--- src/rtl/video_out_align_port_if.sv ---
// Signal bundle for video_out_align_port.
// The slave side is the port itself; the master side is whoever drives timing and FIFO data.
interface video_out_align_port_if #(
   parameter int DSIZE = 24,
   parameter int LANES = 1
);
   logic [15:0]            vactive;
   logic [15:0]            hactive;
   logic                   in_vsync;
   logic                   in_hsync;
   logic                   in_de;
   logic [DSIZE*LANES-1:0] in_data;
   logic                   in_empty;
   logic                   rd_en;
   logic                   out_vsync;
   logic                   out_hsync;
   logic                   out_de;
   logic [DSIZE*LANES-1:0] odata;
   logic                   falign;
   logic                   lalign;
   logic                   ealign;
   logic                   underflow;
   logic                   hsize_err;
   logic [15:0]            line_cnt;

   modport master (
      output vactive, hactive, in_vsync, in_hsync, in_de, in_data, in_empty,
      input  rd_en, out_vsync, out_hsync, out_de, odata,
      input  falign, lalign, ealign, underflow, hsize_err, line_cnt
   );

   modport slave (
      input  vactive, hactive, in_vsync, in_hsync, in_de, in_data, in_empty,
      output rd_en, out_vsync, out_hsync, out_de, odata,
      output falign, lalign, ealign, underflow, hsize_err, line_cnt
   );
endinterface

--- src/rtl/video_out_align_port.sv ---
// Video timing to FIFO read strobes, RD_LAT re-timing and frame/line/end alignment pulses.
// Define VIDEO_OUT_FILL_EN to replace beats read from an empty FIFO with FILL_VALUE.
module video_out_align_port #(
   parameter int                DSIZE      = 24,
   parameter int                LANES      = 1,
   parameter int                RD_LAT     = 1,
   parameter string             MODE       = "ONCE",
   parameter logic [DSIZE-1:0]  FILL_VALUE = '0
) (
   input  logic                 clock,
   input  logic                 rst_n,
   video_out_align_port_if.slave vif
);

   localparam logic [DSIZE*LANES-1:0] FILL_WORD = {LANES{FILL_VALUE}};

`ifdef VIDEO_OUT_FILL_EN
   localparam int PW = 4;
`else
   localparam int PW = 3;
`endif

   logic [PW-1:0] pipe_in;
   logic [PW-1:0] pipe_out;
   logic          fill_sel;
   logic          vsync_q_reg;
   logic          de_q_reg;
   logic          v_fall;
   logic          de_fall;
   logic          de_rise;
   logic [15:0]   line_cnt_reg;
   logic [15:0]   beat_cnt_reg;
   logic [17:0]   beat_px;
   logic          hsize_set;
   logic          under_set;
   logic          frame_blk_reg;
   logic          frame_blk_q_reg;
   logic          underflow_reg;
   logic          hsize_err_reg;

   assign vif.rd_en = vif.in_de;
   assign under_set = vif.in_de & vif.in_empty;

   // The empty mark rides the same pipe as de so the fill lands on the beat it belongs to.
`ifdef VIDEO_OUT_FILL_EN
   assign pipe_in  = {under_set, vif.in_vsync, vif.in_hsync, vif.in_de};
   assign fill_sel = pipe_out[3];
`else
   assign pipe_in  = {vif.in_vsync, vif.in_hsync, vif.in_de};
   assign fill_sel = 1'b0;
`endif

   genvar gi;
   generate
      if (RD_LAT == 0) begin : g_wire
         assign pipe_out = pipe_in;
      end else begin : g_pipe
         for (gi = 0; gi < RD_LAT; gi++) begin : g_stage
            logic [PW-1:0] q_reg;
            if (gi == 0) begin : g_first
               always_ff @(posedge clock or negedge rst_n)
                  if (!rst_n) q_reg <= '0;
                  else        q_reg <= pipe_in;
            end else begin : g_next
               always_ff @(posedge clock or negedge rst_n)
                  if (!rst_n) q_reg <= '0;
                  else        q_reg <= g_stage[gi-1].q_reg;
            end
         end
         assign pipe_out = g_stage[RD_LAT-1].q_reg;
      end
   endgenerate

   assign vif.out_vsync = pipe_out[2];
   assign vif.out_hsync = pipe_out[1];
   assign vif.out_de    = pipe_out[0];
   assign vif.odata     = fill_sel ? FILL_WORD : vif.in_data;

   always_ff @(posedge clock or negedge rst_n) begin
      if (!rst_n) begin
         vsync_q_reg <= 1'b0;
         de_q_reg    <= 1'b0;
      end else begin
         vsync_q_reg <= vif.in_vsync;
         de_q_reg    <= vif.in_de;
      end
   end

   assign v_fall     = vsync_q_reg & ~vif.in_vsync;
   assign de_fall    = de_q_reg & ~vif.in_de;
   assign de_rise    = ~de_q_reg & vif.in_de;
   assign vif.falign = v_fall;

   generate
      if (MODE == "LINE") begin : g_lalign_line
         assign vif.lalign = de_fall;
      end else if (MODE == "LINE_START") begin : g_lalign_start
         assign vif.lalign = de_rise;
      end else begin : g_lalign_once
         assign vif.lalign = 1'b0;
      end
   endgenerate

   // Frame start beats a coincident line end, so a new frame always starts at line 0.
   always_ff @(posedge clock or negedge rst_n) begin
      if (!rst_n)
         line_cnt_reg <= '0;
      else if (v_fall)
         line_cnt_reg <= '0;
      else if (de_fall && line_cnt_reg != 16'hFFFF)
         line_cnt_reg <= line_cnt_reg + 16'd1;
   end
   assign vif.line_cnt = line_cnt_reg;

   always_ff @(posedge clock or negedge rst_n) begin
      if (!rst_n) begin
         frame_blk_reg   <= 1'b0;
         frame_blk_q_reg <= 1'b0;
      end else begin
         frame_blk_reg   <= (line_cnt_reg == vif.vactive) && (vif.vactive != 16'd0);
         frame_blk_q_reg <= frame_blk_reg;
      end
   end
   assign vif.ealign = frame_blk_reg & ~frame_blk_q_reg;

   // The rising cycle is itself a beat, so the count restarts at one.
   always_ff @(posedge clock or negedge rst_n) begin
      if (!rst_n)
         beat_cnt_reg <= '0;
      else if (de_rise)
         beat_cnt_reg <= 16'd1;
      else if (vif.in_de && beat_cnt_reg != 16'hFFFF)
         beat_cnt_reg <= beat_cnt_reg + 16'd1;
   end

   assign beat_px   = 18'(beat_cnt_reg) * 18'(LANES);
   assign hsize_set = de_fall && (beat_px != {2'b00, vif.hactive});

   always_ff @(posedge clock or negedge rst_n) begin
      if (!rst_n) begin
         underflow_reg <= 1'b0;
         hsize_err_reg <= 1'b0;
      end else begin
         if (under_set)   underflow_reg <= 1'b1;
         else if (v_fall) underflow_reg <= 1'b0;
         if (hsize_set)   hsize_err_reg <= 1'b1;
         else if (v_fall) hsize_err_reg <= 1'b0;
      end
   end
   assign vif.underflow = underflow_reg;
   assign vif.hsize_err = hsize_err_reg;

endmodule

--- src/flat_wrapper.sv ---
// flat-port wrapper written by rule: the top's interface ports become plain ports
module video_out_align_port_flat 
#(
   parameter int                DSIZE      = 24,
   parameter int                LANES      = 1,
   parameter int                RD_LAT     = 1,
   parameter string             MODE       = "    ",
   parameter logic [DSIZE-1:0]  FILL_VALUE = '0
)
  (clock, rst_n, vif_vactive, vif_hactive, vif_in_vsync, vif_in_hsync, vif_in_de, vif_in_data, vif_in_empty, vif_rd_en, vif_out_vsync, vif_out_hsync, vif_out_de, vif_odata, vif_falign, vif_lalign, vif_ealign, vif_underflow, vif_hsize_err, vif_line_cnt);
  video_out_align_port_if #(.DSIZE(DSIZE), .LANES(LANES)) vif_i ();
  input  logic clock;
  input  logic rst_n;
  input wire logic [$bits(vif_i.vactive)-1:0] vif_vactive;
  input wire logic [$bits(vif_i.hactive)-1:0] vif_hactive;
  input wire logic [$bits(vif_i.in_vsync)-1:0] vif_in_vsync;
  input wire logic [$bits(vif_i.in_hsync)-1:0] vif_in_hsync;
  input wire logic [$bits(vif_i.in_de)-1:0] vif_in_de;
  input wire logic [$bits(vif_i.in_data)-1:0] vif_in_data;
  input wire logic [$bits(vif_i.in_empty)-1:0] vif_in_empty;
  output wire logic [$bits(vif_i.rd_en)-1:0] vif_rd_en;
  output wire logic [$bits(vif_i.out_vsync)-1:0] vif_out_vsync;
  output wire logic [$bits(vif_i.out_hsync)-1:0] vif_out_hsync;
  output wire logic [$bits(vif_i.out_de)-1:0] vif_out_de;
  output wire logic [$bits(vif_i.odata)-1:0] vif_odata;
  output wire logic [$bits(vif_i.falign)-1:0] vif_falign;
  output wire logic [$bits(vif_i.lalign)-1:0] vif_lalign;
  output wire logic [$bits(vif_i.ealign)-1:0] vif_ealign;
  output wire logic [$bits(vif_i.underflow)-1:0] vif_underflow;
  output wire logic [$bits(vif_i.hsize_err)-1:0] vif_hsize_err;
  output wire logic [$bits(vif_i.line_cnt)-1:0] vif_line_cnt;
  assign vif_i.vactive = vif_vactive;
  assign vif_i.hactive = vif_hactive;
  assign vif_i.in_vsync = vif_in_vsync;
  assign vif_i.in_hsync = vif_in_hsync;
  assign vif_i.in_de = vif_in_de;
  assign vif_i.in_data = vif_in_data;
  assign vif_i.in_empty = vif_in_empty;
  assign vif_rd_en = vif_i.rd_en;
  assign vif_out_vsync = vif_i.out_vsync;
  assign vif_out_hsync = vif_i.out_hsync;
  assign vif_out_de = vif_i.out_de;
  assign vif_odata = vif_i.odata;
  assign vif_falign = vif_i.falign;
  assign vif_lalign = vif_i.lalign;
  assign vif_ealign = vif_i.ealign;
  assign vif_underflow = vif_i.underflow;
  assign vif_hsize_err = vif_i.hsize_err;
  assign vif_line_cnt = vif_i.line_cnt;
  video_out_align_port #(.DSIZE(DSIZE), .LANES(LANES), .RD_LAT(RD_LAT), .MODE(MODE), .FILL_VALUE(FILL_VALUE)) u_core (.clock(clock), .rst_n(rst_n), .vif(vif_i));
endmodule
--- config.mk ---
export PLATFORM = sky130hd
export DESIGN_NAME = video_out_align_port_flat
export DESIGN_NICKNAME = d
export VERILOG_FILES = /design/src/rtl/video_out_align_port_if.sv /design/src/rtl/video_out_align_port.sv /design/src/flat_wrapper.sv
export SDC_FILE = /design/constraint.sdc
export NUM_CORES = 1
export LEC_CHECK = 0
export CAP_MARGIN = 40
export CORE_ASPECT_RATIO = 1.75
export CORE_MARGIN = 2
export CORE_UTILIZATION = 46
export DETAILED_ROUTE_END_ITERATION = 10
export HOLD_SLACK_MARGIN = 0.03
export PLACE_DENSITY = 0.86
export SETUP_SLACK_MARGIN = 0.3
export SLEW_MARGIN = 0
export SYNTH_ARGS = -nofsm -noshare
export SYNTH_HDL_FRONTEND = slang
export SYNTH_SLANG_ARGS = --single-unit
--- constraint.sdc ---
create_clock -name clock -period 2.9 [get_ports clock]
set_input_delay 0.29 -clock clock [delete_from_list [all_inputs] [get_ports clock]]
set_output_delay 0.29 -clock clock [all_outputs]
set_load 0.1 [all_outputs]
After elaboration in Yosys (flattened, before gate mapping) --
Cells that the tools add are included.
Storage, ports and cells: register bits 41, input port bits 62, output and inout port bits 49, logic and storage cells 40
Operators by class: add/subtract/negate cells 2, equality and inequality tests 4, multiplexer cells 7, bitwise logic cells 9, reductions and logical operators 9
Operators by type and width (number):
- $mux W16 | 4
- $add A16 B1 Y16 const B | 2
- $ne A16 B16 Y1 const B | 2
- $eq A16 B16 Y1 | 1
- $ne A16 B16 Y1 | 1
- $reduce_bool A16 Y1 | 1
- $reduce_bool A2 Y1 | 4
- $and A1 B1 Y1 | 5
- $logic_and A1 B1 Y1 | 4
- $not A1 Y1 | 4
- $mux W1 | 3

Longest topological paths before layout --
depth in word-level cells 5, depth in mapped cells 6, depth with buffers taken out 6

Worst setup path before layout --
Ideal clock, no wire load.
path type register to output, from reg, netlist name u_core.g_pipe.g_stage[0].q_reg[2], to out vif_falign, arrival time 2.465 ns, required time 2.610 ns, slack 0.145 ns, stages on the path, launching flop included 4, buffers on the path 2, cell sequence dfrtp_1 nor2b_1 clkbuf_1 clkbuf_1
RTL lines:
- to (decl) | line flat_wrapper.sv:26 | output wire logic [$bits(vif_i.falign)-1:0] vif_falign;

Final worst setup path --
from reg u_core.line_cnt_reg[1], in the netlist u_core.vif.line_cnt[1], to reg u_core.line_cnt_reg[7], in the netlist u_core.vif.line_cnt[7]
On the way: word-level cells in the longest chain between the ends 3, elaborated cells on any way between the ends 6, classes of those cells add/sub: 1; eq/ne: 1; mux: 2; reduce/logical: 2
Ends and longest elaborated chain:
- from (decl) | line video_out_align_port.sv:31 | logic [15:0] line_cnt_reg;
- from (signal assigned) | line video_out_align_port.sv:111 | line_cnt_reg <= line_cnt_reg + 16'd1;
- $add A16 B1 Y16 or $ne A16 B16 Y1 (tied branches) | line video_out_align_port.sv:111, video_out_align_port.sv:110
- $mux W16 or $logic_and A1 B1 Y1 (tied branches) | line video_out_align_port.sv:110 | else if (de_fall && line_cnt_reg != 16'hFFFF)
- $mux W16 or $reduce_bool A2 Y1 (tied branches)
Parallel ways exist; a longest one is shown, timed or not. The select of a mux whose other input is x is not followed. A chain may end at the register's enable or synchronous reset.

==> metrics.txt <==
leakage power=1.289 nW; Pwr Density=445.3 nW/um2; final core occ=0.5920; Worst-path clk slew=0.08 ns; Setup crit end kind=flip-flop; H-tree depth=2; CTS buffer count=5; Main synth FF type=dfrtp_1; critical path's largest stage delay=0.54 ns; Async SR Flop Fraction=1.000; Post-CTS Resized=0; remaining global-route overflow=0; Synth Instances=275; outcome=complete, no violations; WHS Path Cells=0; CTS tree=built; Area Growth Syn to Fin=22.95%; #FFs+latches synth=39; syn_nets=339; Hold WC Path Type=reg2reg; CTS Hold Bufs=1; critical path's slowest cell=nor4_4; Post-Synth Adder-Cell Area=0.009809; WP data arrival=2.21 ns; Buffers on Ports=61; Ant. Diodes=0; area of the mapped netlist=2551 um2; final hold violation count=0; highest clock rate=490.7 MHz; Slew Limit Fails=0; Die ar.=6181 um2; CP Buf/Inv Count=0; Post-Synth XOR/XNOR Area=0.1820; average vias per placed instance=5.575; final setup fails=0; Design Power=1.397 mW; HPWL after DPL=4.848 mm; Pre-antenna DRT Iters=4; highest-count cells in the layout ignoring fill and taps=39 x xnor2_1, 37 x dfrtp_1, 36 x clkdlybuf4s50_1, 29 x nor2_1, 25 x buf_4; # clock sinks=39; post-synthesis simple-gate area fraction=0.2550; Data required, critical path=3.08 ns; post-synthesis mux area share=0.004414; Clock Skew=0.002458 ns; Total GRT Usage=0.2125; num rows=35; root buf cell=clkbuf_8; Final min period=2.038 ns; layout cell share with drive strength beyond 1=0.1497; Setup crit start kind=flip-flop; postcts setup bufs=0; Antenna Nets Post-Route=0; clock tree buffer depth=2; Initial Utilization=0.4815; Post-synth EDFFs=0; 1st-iter DRT viols=88; final period utilization=0.7027; Cell variety after synth=39; Worst-Skew Late Latency=0.29 ns; drt wl/cell=16.20 um; Final Routed Wirelength=6.285 mm; actual slew at the worst max-slew pin=0.7921 ns; CP cell instances=ha_1 -> nand4_1 -> nor4_4 -> nor4b_2 -> nand3_1 -> mux2_1; initial antenna violation count=0; CP Max Fanout=8; RSZ-0062 raised after global routing=no; first-pass GRT wire length=9.908 mm; GPL Wtd Cong=0.9151; sequential area share after synthesis=0.3825; CP Class=reg2reg; I/O Pins=111; r2r worst-path depth=6; vias in the first global route=2228; Rel. slew slack=0.4708; Crit path max-delay family=simple AND/OR/NAND/NOR gates; # nets final=377; Core Area=5299 um2; Die W=60.30 um; largest family of logic cells by synthesized area=simple AND/OR/NAND/NOR gates; Compound-Gate Fraction of Synth Area=0.06719; Post-Syn Area per Cell=9.277 um2; drc violations=0; Worst IR Drop VDD=284.5 uV; synthesis warning total=0; pin count of the biggest net entering global routing=28; Fin Setup TNS=0 ns; commonest non-fill, non-tap cell in the layout=xnor2_1; Die H=102.5 um; via count=2163; Levels on crit path=6; Max-Cap Viols=0
## synthesized netlist by cell type, drive strengths merged, types with 3 or more instances
cell type / instances / area, um2
dfrtp: 39 / 975.9
xnor2: 39 / 341.6
buf: 30 / 215.2
nor2: 29 / 108.9
nand4: 18 / 118.9
nand3: 14 / 70.07
xor2: 14 / 122.6
nand2: 13 / 48.80
nor4: 10 / 96.35
a21oi: 8 / 40.04
and3: 8 / 50.05
nor3: 7 / 35.03
inv: 5 / 18.77
clkbuf: 4 / 15.01
nor2b: 4 / 25.02
o21ai: 4 / 23.77
nand2b: 3 / 18.77
o2111ai: 3 / 26.28
## worst register-to-register path, cell delays in order (launching register included)
cell and delay (ns):
dfrtp_2 0.44, ha_1 0.22, nand4_1 0.15, nor4_4 0.54
nor4b_2 0.13, nand3_1 0.12, mux2_1 0.32
## worst paths after layout
check / start / to / slack, ns
max: u_core.vif.line_cnt[1] / u_core.vif.line_cnt[7] / 0.86
min: u_core.frame_blk_reg / u_core.frame_blk_q_reg / 0.39
max reg2reg: u_core.vif.line_cnt[1] / u_core.vif.line_cnt[7] / 0.86
min reg2reg: u_core.frame_blk_reg / u_core.frame_blk_q_reg / 0.39
max in group asynchronous: rst_n / u_core.vif.line_cnt[1] / 2.02
min in group asynchronous: rst_n / u_core.beat_cnt_reg[0] / 0.42
## where the power goes
group,switching (mW),internal (mW),total (mW),leakage (nW)
registers,0.0389,0.568,0.607,0.523
clock network,0.200,0.279,0.478,0.0612
logic,0.194,0.118,0.312,0.705
## cell families (layout without fill, tap and decap cells)
| kind of cell | after synthesis | in the layout |
|---|---|---|
| xor+xnor | 53 | 53 |
| other cells | 1 | 1 |
| simple gates | 115 | 115 |
| mux | 1 | 1 |
| buf+inv | 39 | 78 |
| fa+ha+maj | 2 | 2 |
| flops | 39 | 39 |
| compound gates | 25 | 25 |
## metrics by stage
| step | setup WS [ns] | std cells | hold slack (ns) | cell area [um2] |
|---|---|---|---|---|
| 2_1_floorplan | 0.3674 | 275 | -0.005591 | 2555 |
| 3_3_place_gp | 0.8628 | 378 | 0.3602 | 2989 |
| 3_5_place_dp | 0.7441 | 379 | 0.2050 | 3009 |
| 4_1_cts | 0.8591 | 388 | 0.3839 | 3137 |
| 5_1_grt | 0.7110 | 388 | 0.4086 | 3137 |
| 6_report | 0.8621 | 388 | 0.3850 | 3137 |
## final cells by class
cell class / count / area [um2]
clock buffer: 6 / 82.58
clock inverter: 2 / 35.03
fill: 461 / 2162
inverter: 5 / 18.77
multi-input combinational: 197 / 1326
sequential: 39 / 978.4
tap: 74 / 92.59
timing repair buffer: 65 / 603.1
## per-layer routing
| metal | wire (um) | vias up | share of wire | GRT usage |
|---|---|---|---|---|
| met5 | 0 | - | 0 | 0 |
| li1 | - | 1006 | - | - |
| met4 | 300 | 0 | 0.048 | 0.1316 |
| met1 | 2223 | 1041 | 0.35 | 0.2066 |
| met3 | 319 | 30 | 0.051 | 0.03137 |
| met2 | 3441 | 86 | 0.55 | 0.3988 |
Power figures use the tool's default switching activity.
